<file path="src/rtl/cpu_pkg.sv">
// Shared CPU datapath constants and register-file types.
package cpu_pkg;

    localparam int unsigned DATA_W     = 8;
    localparam int unsigned REG_ADDR_W = 4;
    localparam int unsigned NUM_REGS   = 16;
    localparam int unsigned ZERO_REG   = 0;

    typedef logic [DATA_W-1:0]     reg_data_t;
    typedef logic [REG_ADDR_W-1:0] reg_addr_t;

endpackage

</file>
<file path="src/rtl/gp_regfile_rdport.sv">
// Register-file read port: masks R0 and out-of-range addresses.
// With GP_REGFILE_BYPASS_EN defined, it also forwards same-cycle write data.
module gp_regfile_rdport #(
    parameter int unsigned DATA_W   = cpu_pkg::DATA_W,
    parameter int unsigned ADDR_W   = cpu_pkg::REG_ADDR_W,
    parameter int unsigned NUM_REGS = cpu_pkg::NUM_REGS
) (
    input  logic [ADDR_W-1:0] addr,
    input  logic [DATA_W-1:0] raw_data,
`ifdef GP_REGFILE_BYPASS_EN
    input  logic              fwd_en,
    input  logic [ADDR_W-1:0] wr_addr,
    input  logic [DATA_W-1:0] wr_data,
`endif
    output logic [DATA_W-1:0] data_c
);
    import cpu_pkg::ZERO_REG;

    localparam logic [ADDR_W:0] NUM_REGS_W = (ADDR_W+1)'(NUM_REGS);

    logic addr_ok;
    logic [DATA_W-1:0] stored;

    assign addr_ok = (addr != ADDR_W'(ZERO_REG)) && ({1'b0, addr} < NUM_REGS_W);
    assign stored  = addr_ok ? raw_data : '0;

`ifdef GP_REGFILE_BYPASS_EN
    // fwd_en already implies a valid, nonzero write address
    assign data_c = (fwd_en && (addr == wr_addr)) ? wr_data : stored;
`else
    assign data_c = stored;
`endif

endmodule

</file>
<file path="src/rtl/gp_regfile.sv">
// General-purpose register file: two combinational read ports, one write port, R0 = 0.
// Optional write-to-read forwarding is enabled by defining GP_REGFILE_BYPASS_EN.
module gp_regfile #(
    parameter int unsigned DATA_W   = cpu_pkg::DATA_W,
    parameter int unsigned ADDR_W   = cpu_pkg::REG_ADDR_W,
    parameter int unsigned NUM_REGS = cpu_pkg::NUM_REGS
) (
    input  logic              clk,
    input  logic              rst_n,
    input  logic [ADDR_W-1:0] rs_addr,
    output logic [DATA_W-1:0] rs_data,
    input  logic [ADDR_W-1:0] rt_addr,
    output logic [DATA_W-1:0] rt_data,
    input  logic              wr_en,
    input  logic [ADDR_W-1:0] wr_addr,
    input  logic [DATA_W-1:0] wr_data,
    output logic              wr_ack
);
    import cpu_pkg::ZERO_REG;

    localparam logic [ADDR_W:0] NUM_REGS_W = (ADDR_W+1)'(NUM_REGS);

    logic [DATA_W-1:0] regs [NUM_REGS];
    logic [DATA_W-1:0] rs_raw;
    logic [DATA_W-1:0] rt_raw;
    logic              wr_valid;

    assign wr_valid = wr_en && (wr_addr != ADDR_W'(ZERO_REG)) && ({1'b0, wr_addr} < NUM_REGS_W);

    // Storage and write acknowledge; R0 is never written so it holds its reset zero
    always_ff @(posedge clk or negedge rst_n) begin
        if (!rst_n) begin
            for (int i = 0; i < NUM_REGS; i++) begin
                regs[i] <= '0;
            end
            wr_ack <= 1'b0;
        end else begin
            wr_ack <= wr_valid;
            for (int i = 1; i < NUM_REGS; i++) begin
                if (wr_valid && (wr_addr == ADDR_W'(i))) begin
                    regs[i] <= wr_data;
                end
            end
        end
    end

    // Array lookup by decode so out-of-range addresses never index past the array
    always_comb begin
        rs_raw = '0;
        rt_raw = '0;
        for (int i = 0; i < NUM_REGS; i++) begin
            if (rs_addr == ADDR_W'(i)) rs_raw = regs[i];
            if (rt_addr == ADDR_W'(i)) rt_raw = regs[i];
        end
    end

    gp_regfile_rdport #(
        .DATA_W  (DATA_W),
        .ADDR_W  (ADDR_W),
        .NUM_REGS(NUM_REGS)
    ) u_rs_port (
        .addr    (rs_addr),
        .raw_data(rs_raw),
`ifdef GP_REGFILE_BYPASS_EN
        .fwd_en  (wr_valid),
        .wr_addr (wr_addr),
        .wr_data (wr_data),
`endif
        .data_c  (rs_data)
    );

    gp_regfile_rdport #(
        .DATA_W  (DATA_W),
        .ADDR_W  (ADDR_W),
        .NUM_REGS(NUM_REGS)
    ) u_rt_port (
        .addr    (rt_addr),
        .raw_data(rt_raw),
`ifdef GP_REGFILE_BYPASS_EN
        .fwd_en  (wr_valid),
        .wr_addr (wr_addr),
        .wr_data (wr_data),
`endif
        .data_c  (rt_data)
    );

endmodule

</file>
<file path="config.mk">
export PLATFORM = sky130hd
export DESIGN_NAME = gp_regfile
export DESIGN_NICKNAME = d
export VERILOG_FILES = /design/src/rtl/cpu_pkg.sv /design/src/rtl/gp_regfile_rdport.sv /design/src/rtl/gp_regfile.sv
export SDC_FILE = /design/constraint.sdc
export NUM_CORES = 1
export LEC_CHECK = 0
export CORE_ASPECT_RATIO = 1.2
export CORE_MARGIN = 3
export CORE_UTILIZATION = 50
export DETAILED_ROUTE_END_ITERATION = 8
export HOLD_SLACK_MARGIN = 0.1
export PLACE_DENSITY = 0.69
export RECOVER_POWER = 50
export SYNTH_ARGS = -nofsm -noshare
export SYNTH_HDL_FRONTEND = slang
export SYNTH_HIERARCHICAL = 1
export SYNTH_SLANG_ARGS = --single-unit
</file>
<file path="constraint.sdc">
create_clock -name clk -period 5.1 [get_ports clk]
set_input_delay 0.765 -clock clk [delete_from_list [all_inputs] [get_ports clk]]
set_output_delay 0.765 -clock clk [all_outputs]
set_load 0.01 [all_outputs]
</file>
==> metrics.yaml, run 1 <==
failed_checks: "max-capacitance violations, max-slew violations"
crit_required_ps: 4340
synth_edf_count: 0
grt_first_pass_wirelength_um: 37140
vias: 6129
reg2reg_slack_ps: 4260
pre_cts_slack_ps: 995.7
hold_ws_ps: 523.0
netlist_top_cells_area: "dfrtp_1, mux2_2, mux2_4"
synth_top_area_frac: 0.3970
place_inst: 883
instances_no_fill: 915
fin_skew_ps: 0
cts_resized: 0
die_width_um: 118.8
rsz0062_at_grt: "false"
ant_nets: 0
htreeDepth: 4
ys.flop_type: "dfrtp_1"
cp-startpoint: "rt_addr[1]"
cts.sinks: 121
seq_area_frac_synth: 0.3970
critPathArrivalTime_ps: 3400
cts_hold_buf: 0
ir_worst_vdd_v: 0.0002923
p_per_area_nw_per_um2: 406.0
postCtsSetupBuffers: 0
grt.total_usage: 0.2910
synthTopCellsByCount: "dfrtp_1, mux2_2, a21oi_1, nand2_1, o21ai_0"
clockRootBuffer: "clkbuf_16"
clk_latency_ps: 430
dieArea_um2: 16780
finalNetCount: 725
rows: 48
die_y_um: 141.3
viasPerCell: 6.698
status: "finished, violations left"
utilization: 0.5858
layout-drive-gt1-share: 0.2979
drc: 0
p_leak_nw: 3.496
hpwlAfterDp_um: 15510
multi_input_area_um2: 4146
cap_violations: 2
antenna_cells: 0
wirelength_um: 23520
wl_per_cell_um: 25.71
min_period_over_period: 0.8165
endpoint_kind: "primary output"
async_flop_share: 1.000
clock.fmax_ghz: 0.2401
reg2reg_from: "regs[104]"
netlist_area_um2: 7627
drt_iter0_drc: 448
numCtsBuffers: 17
first_pass_iters: 5
grt_max_degree: 55
syn_to_final_growth_pct: 12.55
syn_nets: 714
gp_congestion: 1.012
timing.setup.tns_ps: 0
syn-mean-instance-area_um2: 11.04
min_period_ps: 4164
worstSetupStartpointType: "input port"
port_buffers: 39
postPlaceCellArea_um2: 7960
slew_headroom: -0.2937
min_from: "regs[10]"
yosysTopAreaCell: "dfrtp_1"
core_um2: 14650
finalHoldViolCount: 0
pin_count: 40
clk_pin_slew_ps: 60
tightest_slew_ps: 1940
synth_most_common_cell: "dfrtp_1"
cts_max_path_buffers: 2
fin_total_pwr_mw: 3.486
synth_warnings: 22
tritoncts: "built"
post-route-worst-setup-slack_ps: 935.8
critPathKind: "input port to primary output"
slew_viol_final: 71
setup_viol_count_final: 0
grt_antenna_before_repair: 0
nFillCells: 1260
hold_class: "flop to flop"
overflow: 0
start_util: 0.5205
synth_cell_type_count: 69
syn-instance-count: 691
grt_pass1_vias: 6272
cp_max_fo: 35
final_cell_area_um2: 8584
ys_seq_elements: 121
regArea_um2: 3028
==> kinds of logic (layout without fill, tap and decap cells) <==
logic type	count (synthesis)	count (layout)	share of synthesized area
simple gates	142	142	0.09761
buf+inv	75	99	0.05872
flops	121	121	0.3970
mux	162	162	0.2646
compound gates	191	191	0.1821
==> registers in the layout, summed over array words and instances (netlist names) <==
name	cells
wr_ack	1
regs	120
==> layout make-up <==
cell class / instances / area share
Timing Repair Buffer: 57 / 0.05626
Inverter: 10 / 0.004373
Clock inverter: 11 / 0.01968
Clock buffer: 21 / 0.05480
Sequential cell: 121 / 0.3527
Tap cell: 200 / 0.02915
Multi-Input combinational cell: 495 / 0.4830
==> worst paths after layout <==
check,endpoint,cells after the start
hold reg to reg,regs[10],1
max in group asynchronous,regs[60],2
min in group asynchronous,regs[89],1
setup / recovery,rt_data[7],8
hold / removal,regs[10],1
setup reg to reg,regs[104],1
==> metal layers <==
layer | track usage | up-vias | share of wire
met5 | 0 | - | 0
met4 | 0.1605 | 0 | 0.050
met3 | 0.06659 | 78 | 0.077
met2 | 0.4635 | 323 | 0.47
met1 | 0.3688 | 3076 | 0.40
li1 | - | 2652 | -
==> cells in the final DEF, fill, tap and decap left out, types with 4 or more instances in the layout <==
cell type and n:
dfrtp_1 121, mux2_2 107, a21oi_1 37, nand2_1 35, o21ai_0 32, clkdlybuf4s50_1 30, nor2_1 28, mux2_4 25
o41a_1 17, clkbuf_16 17, buf_4 16, nor3_1 14, nor2b_1 13, mux2i_1 13, nand2b_1 12, a221oi_1 12
o22ai_1 11, a211oi_1 10, mux4_2 9, inv_1 9, o221ai_1 8, nor2_2 8, o21ai_1 7, o211ai_1 7
mux2_1 7, nand3_1 6, a22oi_1 6, buf_2 6, nand3b_1 5, or3_1 5, o32ai_1 4, clkinvlp_4 4
bufinv_16 4
==> critical path, cell delays in order <==
cell and delay, ps:
buf_2 590, nand2b_2 420, o22ai_1 120, a211oi_1 470, o22ai_1 150, nor3_1 150, o41a_1 170, clkdlybuf4s50_1 550
==> where the power goes <==
group          internal, mW  total, mW  switching, mW  leakage, nW
logic                 0.436      0.790          0.354         1.71
clock network         0.855       1.31          0.451        0.301
registers              1.18       1.39          0.205         1.48
No activity file was read; power rests on OpenSTA's default activity.
==> inputs of run 2 (changes only) <==
Settings changed: PLACE_DENSITY 0.69 to 0.72.
Clock period 5.1 ns to 3.4 ns, I/O delays scaled along.
==> run 2 against run 1 <==
  * The flow still finishes with violations (max-capacitance violations, max-slew violations)
  * Cell count up 2.6%
  * Global-route usage decreased by 0.61 points
  * Via count rose by 0.49%
  * Sequential cell count unchanged
  * Sequential power rose by 51%
  * Critical path depth down 2
  * Die area stayed put
  * First-iteration DRC count up 37%
  * Non-clock buffer count is 24 higher
  * Largest cell class unchanged
==> metrics.yaml, run 2 (synthesis results as in run 1) <==
status: "finished, violations left"
failed_checks: "max-capacitance violations, max-slew violations"
cts_hold_buf: 0
port_buffers: 39
wl_met3_um: 1490
overflow: 0
reg2regPathDepth: 1
timing.setup.tns_ps: 0
hpwlAfterDp_um: 16340
syn_to_final_growth_pct: 15.44
whs_path_depth: 1
reg.largest.list: "regs (120), wr_ack (1)"
top_register: "regs"
die_y_um: 141.3
tritoncts: "built"
htreeDepth: 4
gp_congestion: 0.9573
min_from: "regs[8]"
worstSetupStartpointType: "input port"
critPathArrivalTime_ps: 2820
grt_max_degree: 76
numCtsBuffers: 17
drt_iter0_drc: 615
drc: 0
postPlaceCellArea_um2: 8190
crit_path_max_incr_delay_ps: 540
p_per_area_nw_per_um2: 587.1
min_period_over_period: 0.9785
fin_total_pwr_mw: 5.169
setup_viol_count_final: 0
cp_max_fo: 23
slew_headroom: -0.7592
post-route-worst-setup-slack_ps: 73.03
rows: 48
tightest_slew_ps: 2639
vias: 6159
cts_max_path_buffers: 2
die_width_um: 118.8
min_period_ps: 3327
pre_cts_slack_ps: 107.9
final_cell_area_um2: 8805
nFillCells: 1245
cap_violations: 1
crit_required_ps: 2890
grt_first_pass_wirelength_um: 36470
ant_nets: 0
finalNetCount: 749
place_inst: 907
top_layer: "met4"
reg2reg_slack_ps: 2560
viasPerCell: 6.559
slew_viol_final: 47
first_pass_iters: 5
grt_pass1_vias: 6313
dieArea_um2: 16780
clock.fmax_ghz: 0.3006
pin_count: 40
instances_no_fill: 939
path_cells: "buf_2 -> buf_4 -> mux4_2 -> a32o_1 -> o41a_1 -> clkdlybuf4s50_1"
cts_resized: 0
critPathSlowestCell: "mux4_2"
grt_antenna_before_repair: 0
clk_latency_ps: 410
final_cell_mix: "dfrtp_1, mux2_2, a21oi_1, nand2_1, buf_4"
postCtsSetupBuffers: 0
wl_met1_um: 9168
wl_per_cell_um: 24.61
reg2reg_to: "regs[110]"
largest_reg_flops: 120
layout-drive-gt1-share: 0.3261
start_util: 0.5205
fin_skew_ps: 0
hold_class: "flop to flop"
reg2reg_from: "regs[110]"
wl_met2_um: 11430
wirelength_um: 23110
whs_endpoint: "regs[8]"
grt.total_usage: 0.2849
finalHoldViolCount: 0
clockRootBuffer: "clkbuf_16"
clk_pin_slew_ps: 60
core_um2: 14650
final_common_cell: "dfrtp_1"
endpoint_kind: "primary output"
p_leak_nw: 3.637
antenna_cells: 0
cts.sinks: 121
ir_worst_vdd_v: 0.0003968
critPathKind: "input port to primary output"
run 2: per-stage QoR:
step	hold slack, ps	util
floorplan	214.4	-
detailed placement	515.4	0.5589
finish	527.8	0.6008
CTS	114.1	0.6000
global route	548.7	0.6008
global placement	504.2	0.5589
run 2: report_power, final:
part	internal [mW]	switching, mW
logic	0.680	0.536
registers	1.78	0.326
clock network	1.16	0.695
run 2: cell type report:
cell class / count / area (µm²) / area share
Sequential cell: 121 / 3028 / 0.3439
Inverter: 10 / 37.54 / 0.004263
Clock buffer: 18 / 429.2 / 0.04874
Timing Repair Buffer: 81 / 735.7 / 0.08356
Multi-Input combinational cell: 495 / 4151 / 0.4715
Clock inverter: 14 / 172.7 / 0.01961
Tap cell: 200 / 250.2 / 0.02842
run 2: metal layers:
layer,vias to the layer above,global-route usage
met4,0,0.1422
met2,292,0.4760
met5,-,0
li1,2699,-
met1,3082,0.3507
met3,86,0.06140
run 2: worst max path at each step:
stage / start / to / depth (start not counted)
6_report: rs_addr[0] / rs_data[6] / 6
2_1_floorplan: rt_addr[0] / rt_data[2] / 8
3_3_place_gp: rs_addr[0] / rs_data[6] / 6
4_1_cts: rs_addr[3] / rs_data[4] / 8
3_5_place_dp: rs_addr[0] / rs_data[6] / 6
5_1_grt: rs_addr[3] / rs_data[4] / 8
run 2: worst max-delay path, delay by kind of cell:
family                 cells  cell delay [ps]
AO/OA/AOI/OAI              2              420
buffers and inverters      3             1340
multiplexers               1              540
